**config.mk**
```make
export PLATFORM = sky130hd
export DESIGN_NAME = controle_somador_serial
export DESIGN_NICKNAME = d
export VERILOG_FILES = /design/src/rtl/controle_somador_serial_pkg.sv /design/src/rtl/somador_4_bits.sv /design/src/rtl/controle_somador_serial.sv
export SDC_FILE = /design/constraint.sdc
export NUM_CORES = 1
export LEC_CHECK = 0
export ABC_AREA = 1
export BUFFER_PORTS_ARGS = -buffer_cell sky130_fd_sc_hd__buf_4
export CAP_MARGIN = 20
export CORE_MARGIN = 5
export CORE_UTILIZATION = 45
export DETAILED_ROUTE_END_ITERATION = 12
export PLACE_DENSITY = 0.69
export REMOVE_ABC_BUFFERS = 1
export SYNTH_ARGS = -nofsm -noshare
export SYNTH_HDL_FRONTEND = slang
export SYNTH_SLANG_ARGS = --single-unit
```
**constraint.sdc**
```tcl
create_clock -name clk -period 2.5 [get_ports clk]
set_input_delay 0.125 -clock clk [delete_from_list [all_inputs] [get_ports clk]]
set_output_delay 0.125 -clock clk [all_outputs]
set_load 0.01 [all_outputs]
```
**src/rtl/controle_somador_serial_pkg.sv**
```systemverilog
// -----------------------------------------------------------------------------
// controle_somador_serial_pkg
//   Shared definitions for the serial adder controller:
//     - estado_t   : FSM state encoding (OCIOSO / SOMANDO / PRONTO)
//     - LARG_BLOCO : width of the shared adder slice (somador_4_bits)
// -----------------------------------------------------------------------------
package controle_somador_serial_pkg;

  // Width of one adder slice. This is set by somador_4_bits itself, so it is a
  // package constant rather than a module parameter.
  localparam int LARG_BLOCO = 4;

  // Controller states. The encodings are fixed so that external checkers can
  // decode the debug state output directly.
  typedef enum logic [1:0] {
    OCIOSO  = 2'd0,  // idle, waiting for operands
    SOMANDO = 2'd1,  // one slice per cycle, LSB slice first
    PRONTO  = 2'd2   // result held until the consumer takes it
  } estado_t;

endpackage : controle_somador_serial_pkg

```
**src/rtl/somador_4_bits.sv**
```systemverilog
// -----------------------------------------------------------------------------
// somador_4_bits
//   Purely combinational 4-bit ripple-carry adder slice.
//   Ports:
//     a, b  in  [3:0]  slice operands
//     cin   in         carry into bit 0
//     s     out [3:0]  slice sum
//     cout  out        carry out of bit 3
// -----------------------------------------------------------------------------
module somador_4_bits (
  input  logic [3:0] a,
  input  logic [3:0] b,
  input  logic       cin,
  output logic [3:0] s,
  output logic       cout
);

  logic [4:0] carry;

  // Bit-level ripple: carry[i] feeds bit i, carry[i+1] leaves it.
  always_comb begin
    carry    = '0;
    s        = '0;
    carry[0] = cin;
    for (int i = 0; i < 4; i++) begin
      s[i]       = a[i] ^ b[i] ^ carry[i];
      carry[i+1] = (a[i] & b[i]) | (carry[i] & (a[i] ^ b[i]));
    end
  end

  assign cout = carry[4];

endmodule : somador_4_bits

```
**src/rtl/controle_somador_serial.sv**
```systemverilog
// -----------------------------------------------------------------------------
// controle_somador_serial
//   Computes a LARG_TOTAL-bit sum by time-multiplexing a single somador_4_bits
//   slice, one nibble per cycle, LSB first, with the carry registered between
//   passes. Latency from acceptance to out_valid is QTD_BLOCOS+1 cycles.
//
//   Optional feature: define CONTROLE_SOMADOR_OVERFLOW_EN to add the signed
//   overflow output; without it the port and its logic are absent.
//
//   Handshake (both sides): a transfer happens on a rising edge where valid and
//   ready are both 1. in_ready is 1 only in OCIOSO; out_valid is 1 only in
//   PRONTO, and vetr/cout (and overflow) stay stable while out_valid=1 and
//   out_ready=0. Both are pure functions of the state register.
//
//   Ports:
//     clk        in                 clock, rising edge
//     rst        in                 synchronous active-high reset
//     in_valid   in                 operands and cin presented
//     in_ready   out                controller can accept operands
//     vet1       in  [LARG_TOTAL]   operand A
//     vet2       in  [LARG_TOTAL]   operand B
//     cin        in                 carry into bit 0
//     out_valid  out                vetr/cout hold a completed result
//     out_ready  in                 consumer accepts the result
//     vetr       out [LARG_TOTAL]   sum
//     cout       out                carry out of the MSB
//     overflow   out                signed overflow (optional feature only)
//     estado_dbg out [2]            current FSM state, for debug/checkers
// -----------------------------------------------------------------------------
module controle_somador_serial
  import controle_somador_serial_pkg::*;
#(
  // Must be a positive multiple of LARG_BLOCO.
  parameter int LARG_TOTAL = 8
) (
  input  logic                  clk,
  input  logic                  rst,
  input  logic                  in_valid,
  output logic                  in_ready,
  input  logic [LARG_TOTAL-1:0] vet1,
  input  logic [LARG_TOTAL-1:0] vet2,
  input  logic                  cin,
  output logic                  out_valid,
  input  logic                  out_ready,
  output logic [LARG_TOTAL-1:0] vetr,
  output logic                  cout,
`ifdef CONTROLE_SOMADOR_OVERFLOW_EN
  output logic                  overflow,
`endif
  output logic [1:0]            estado_dbg
);

  localparam int QTD_BLOCOS = LARG_TOTAL / LARG_BLOCO;
  // Keep the index at least one bit wide so QTD_BLOCOS=1 still elaborates.
  localparam int IDX_W      = (QTD_BLOCOS > 1) ? $clog2(QTD_BLOCOS) : 1;
  localparam logic [IDX_W-1:0] IDX_ULTIMO = IDX_W'(QTD_BLOCOS - 1);
  localparam int MSB        = LARG_TOTAL - 1;

  // ---------------------------------------------------------------------------
  // State and datapath registers
  // ---------------------------------------------------------------------------
  estado_t               estado_q, estado_d;
  logic [LARG_TOTAL-1:0] vet1_q,   vet1_d;
  logic [LARG_TOTAL-1:0] vet2_q,   vet2_d;
  logic [LARG_TOTAL-1:0] vetr_q,   vetr_d;
  logic                  carry_q,  carry_d;
  logic                  cout_q,   cout_d;
  logic [IDX_W-1:0]      idx_q,    idx_d;
`ifdef CONTROLE_SOMADOR_OVERFLOW_EN
  logic                  ovf_q,    ovf_d;
`endif

  // ---------------------------------------------------------------------------
  // Shared adder slice: always fed from the latched operands, never from the
  // live input ports, so operand changes after acceptance are harmless.
  // ---------------------------------------------------------------------------
  logic [LARG_BLOCO-1:0] fatia_a;
  logic [LARG_BLOCO-1:0] fatia_b;
  logic [LARG_BLOCO-1:0] fatia_soma;
  logic                  fatia_cout;

  assign fatia_a = vet1_q[idx_q*LARG_BLOCO +: LARG_BLOCO];
  assign fatia_b = vet2_q[idx_q*LARG_BLOCO +: LARG_BLOCO];

  somador_4_bits u_fatia (
    .a    (fatia_a),
    .b    (fatia_b),
    .cin  (carry_q),
    .s    (fatia_soma),
    .cout (fatia_cout)
  );

  // ---------------------------------------------------------------------------
  // Register process
  // ---------------------------------------------------------------------------
  always_ff @(posedge clk) begin
    if (rst) begin
      estado_q <= OCIOSO;
      vet1_q   <= '0;
      vet2_q   <= '0;
      vetr_q   <= '0;
      carry_q  <= 1'b0;
      cout_q   <= 1'b0;
      idx_q    <= '0;
`ifdef CONTROLE_SOMADOR_OVERFLOW_EN
      ovf_q    <= 1'b0;
`endif
    end else begin
      estado_q <= estado_d;
      vet1_q   <= vet1_d;
      vet2_q   <= vet2_d;
      vetr_q   <= vetr_d;
      carry_q  <= carry_d;
      cout_q   <= cout_d;
      idx_q    <= idx_d;
`ifdef CONTROLE_SOMADOR_OVERFLOW_EN
      ovf_q    <= ovf_d;
`endif
    end
  end

  // ---------------------------------------------------------------------------
  // Next-state and datapath process
  // ---------------------------------------------------------------------------
  always_comb begin
    estado_d = estado_q;
    vet1_d   = vet1_q;
    vet2_d   = vet2_q;
    vetr_d   = vetr_q;
    carry_d  = carry_q;
    cout_d   = cout_q;
    idx_d    = idx_q;
`ifdef CONTROLE_SOMADOR_OVERFLOW_EN
    ovf_d    = ovf_q;
`endif

    case (estado_q)
      OCIOSO: begin
        if (in_valid) begin
          vet1_d   = vet1;
          vet2_d   = vet2;
          // The external carry-in seeds the carry register for slice 0.
          carry_d  = cin;
          idx_d    = '0;
          estado_d = SOMANDO;
        end
      end

      SOMANDO: begin
        // Only the current slice of vetr changes; upper slices keep their old
        // contents until their own pass.
        vetr_d[idx_q*LARG_BLOCO +: LARG_BLOCO] = fatia_soma;
        carry_d = fatia_cout;
        if (idx_q == IDX_ULTIMO) begin
          cout_d   = fatia_cout;
`ifdef CONTROLE_SOMADOR_OVERFLOW_EN
          // Final slice holds the MSB: overflow when both operands share a
          // sign and the sum's sign differs from it.
          ovf_d    = (vet1_q[MSB] == vet2_q[MSB]) &&
                     (fatia_soma[LARG_BLOCO-1] != vet1_q[MSB]);
`endif
          // Wrap back to 0 so idx never leaves 0..QTD_BLOCOS-1.
          idx_d    = '0;
          estado_d = PRONTO;
        end else begin
          idx_d = idx_q + 1'b1;
        end
      end

      PRONTO: begin
        // Result registers are untouched here; in_valid is ignored.
        if (out_ready) begin
          estado_d = OCIOSO;
        end
      end

      default: begin
        // Unused encoding: fall back to idle.
        estado_d = OCIOSO;
      end
    endcase
  end

  // ---------------------------------------------------------------------------
  // Outputs
  // ---------------------------------------------------------------------------
  assign in_ready   = (estado_q == OCIOSO);
  assign out_valid  = (estado_q == PRONTO);
  assign vetr       = vetr_q;
  assign cout       = cout_q;
  assign estado_dbg = estado_q;
`ifdef CONTROLE_SOMADOR_OVERFLOW_EN
  assign overflow   = ovf_q;
`endif

endmodule : controle_somador_serial

```
==> run summary <==
Multi-input gate area = 596 um^2
Wire length per cell = 11.6 um
RePlAce Congestion = 0.841
YS warnings = 0
Outcome = complete, no violations
# IOs = 34
Final Slew Violations = 0
Total number of vias = 1,136
Final Hold Fails = 0
Max-slew headroom = 60.8%
Worst skew pair latency = 0.33 ns
Filler cell count = 271
Total negative slack = 0 ns
Hold Path Class = in2reg
Die Y = 62.7 um
Seq cells post-synth = 29
Setup-violating endpoint count in the final report = 0
Synthesized cell area = 1250 um^2
Synth top area cells = dfxtp_1 47%, nor2_1 16%, nand2_1 9.9%, o21ai_0 8.8%, fa_1 6.4%
Area growth syn-to-layout = 26.3%
Min Tclk post-route = 2.39 ns
Seq/Total Area, Yosys = 46.5%
Initial antenna violation count = 0
Req. time, crit path = 2.77 ns
Clock transition at path regs = 0.09 ns
CP Capture Type = flip-flop
Layout cells sized above 1 = 25.5%
DIE AREA = 3930 um^2
Static leakage = 0.757 nW
Largest net degree at the start of global routing = 25
CTS root buffer = clkbuf_4
Syn Area/Cell = 7.56 um^2
Port Buffers = 33
Critical path type = reg2reg
CTS Sinks = 29
Pwr dens = 630 nW/um^2
Worst Path Max Fanout = 5
Storage cell area = 584 um^2
Actual slew at the worst max-slew pin = 0.587 ns
CP Launch Type = flip-flop
Iter 0 DRT Violations = 58
DRC = 0
CTS tree = done
Worst Skew = 0.00606 ns
Cell taking the most area after synthesis = dfxtp_1
Post-DP HPWL = 2020 um
DR pass1 iterations = 4
Die W = 62.7 um
Core ar. = 2710 um^2
Register-to-register setup slack = 0.11 ns
Fin util = 58.1%
Vias per cell = 4.83
Netlist cell types = 19
H-tree depth = 2
Critical path arrival = 2.66 ns
Num rows = 19
Inserted Diodes = 0
Global route overflow = 0
Routed wire length = 2720 um
Commonest non-fill, non-tap cell in the layout = nor2_1
Max-cap violation count = 0
Total Nets Final = 228
Mapped Cells = 165
Fmax = 0.418 GHz
Vias in the first global route = 1,069
First-pass GRT wire length = 4510 um
Clk buf depth = 2
Top-area cell type share of the netlist area = 46.5%
Num CTS Buffers = 5
Unrepaired setup endpoints after global routing = false
Initial Utilization = 46.0%
Tot GR Track Use = 14.7%
Post-route antenna net violation count = 0
Final period utilization = 95.6%
Max VDD drop = 0.496 mV
Most frequent cells in the layout = 52 x nor2_1, 35 x buf_4, 33 x nand2_1
## sequential cells by signal, summed over array words and instances, names as in the netlist
name,count
idx_q,1
vet2_q,8
carry_q,1
vetr,8
vet1_q,8
estado_dbg,2
cout,1
## per-stage QoR
step	power (mW)	setup slack, ns	std cells	area (um^2)	hold slack [ns]
2_1_floorplan	0.649	-0.124	160	1200	0.187
3_3_place_gp	0.727	0.0342	226	1510	0.331
3_5_place_dp	0.736	-0.0963	226	1510	0.332
4_1_cts	1.00	0.0365	235	1570	0.0277
5_1_grt	1.05	0.0265	235	1580	0.0369
6_report	0.992	0.110	235	1580	0.0310
## final cells by class
| class | count | share of cell area [%] |
|---|---|---|
| Timing Repair Buffer | 36 | 17.3 |
| Sequential cell | 29 | 37.1 |
| Inverter | 8 | 2.22 |
| Tap cell | 31 | 2.46 |
| Multi-Input combinational cell | 123 | 37.8 |
| Clock buffer | 8 | 3.10 |
## report_power, final
part	leakage [nW]	total [mW]	internal (mW)	switching, mW
sequential	0.240	0.524	0.500	0.0240
combinational	0.491	0.202	0.0923	0.110
clock	0.0265	0.266	0.112	0.154
total	0.757	0.992	0.704	0.289
## cells by family (layout without fill, tap and decap cells)
family	Yosys count	after routing	share of synthesized area, %
AOI/OAI and AO/OA	29	29	11.9
adders and majority gates	4	4	6.42
buffers and inverters	13	52	6.32
DFF	29	29	46.5
and+or+nand+nor	90	90	28.8
## what timing repair did
action / 4_1_cts / 5_1_grt
pin swaps: 0 / 0
setup endpoints to repair: 3 / 2
buffers inserted: 0 / 0
hold buffers: 1 / 0
hold endpoints to repair: 5 / 0
resized for setup: 3 / 2
cloned: 0 / 0
## critical path, cell delays in order, from the launching register on
cell     delay [ns]
dfxtp_4        0.38
inv_2          0.05
nand2_1        0.05
nand2_1        0.06
fa_1           0.41
fa_2           0.35
fa_2           0.35
fa_2           0.54
nor2_1         0.05
nor2_1         0.09
## worst paths after layout
check,startpoint,endpoint,cells past startpoint
setup / recovery,idx_q,vetr[7],9
hold / removal,vet1[2],vet1_q[2],3
setup reg to reg,idx_q,vetr[7],9
hold reg to reg,cout,cout,2
## cell usage after synthesis
cell	instances
nor2_1	52
nand2_1	33
dfxtp_1	29
o21ai_0	22
inv_1	5
fa_1	4
a21oi_1	3
o21ai_1	3
clkbuf_1	2
inv_2	2
nor2_2	2
a21oi_2	1
buf_12	1
buf_2	1
buf_6	1
inv_6	1
nand2_4	1
nand3_1	1
nor2_4	1
## routing by layer
layer	vias up	track usage (%)	wire, um	part of all wire (%)
li1	593	-	-	-
met1	512	15.4	1150	42
met2	27	24.6	1350	50
met3	4	6.83	165	6.1
met4	0	7.16	55	2.0
met5	-	0	0	0
Note: power is estimated with default switching activity, not from simulation.
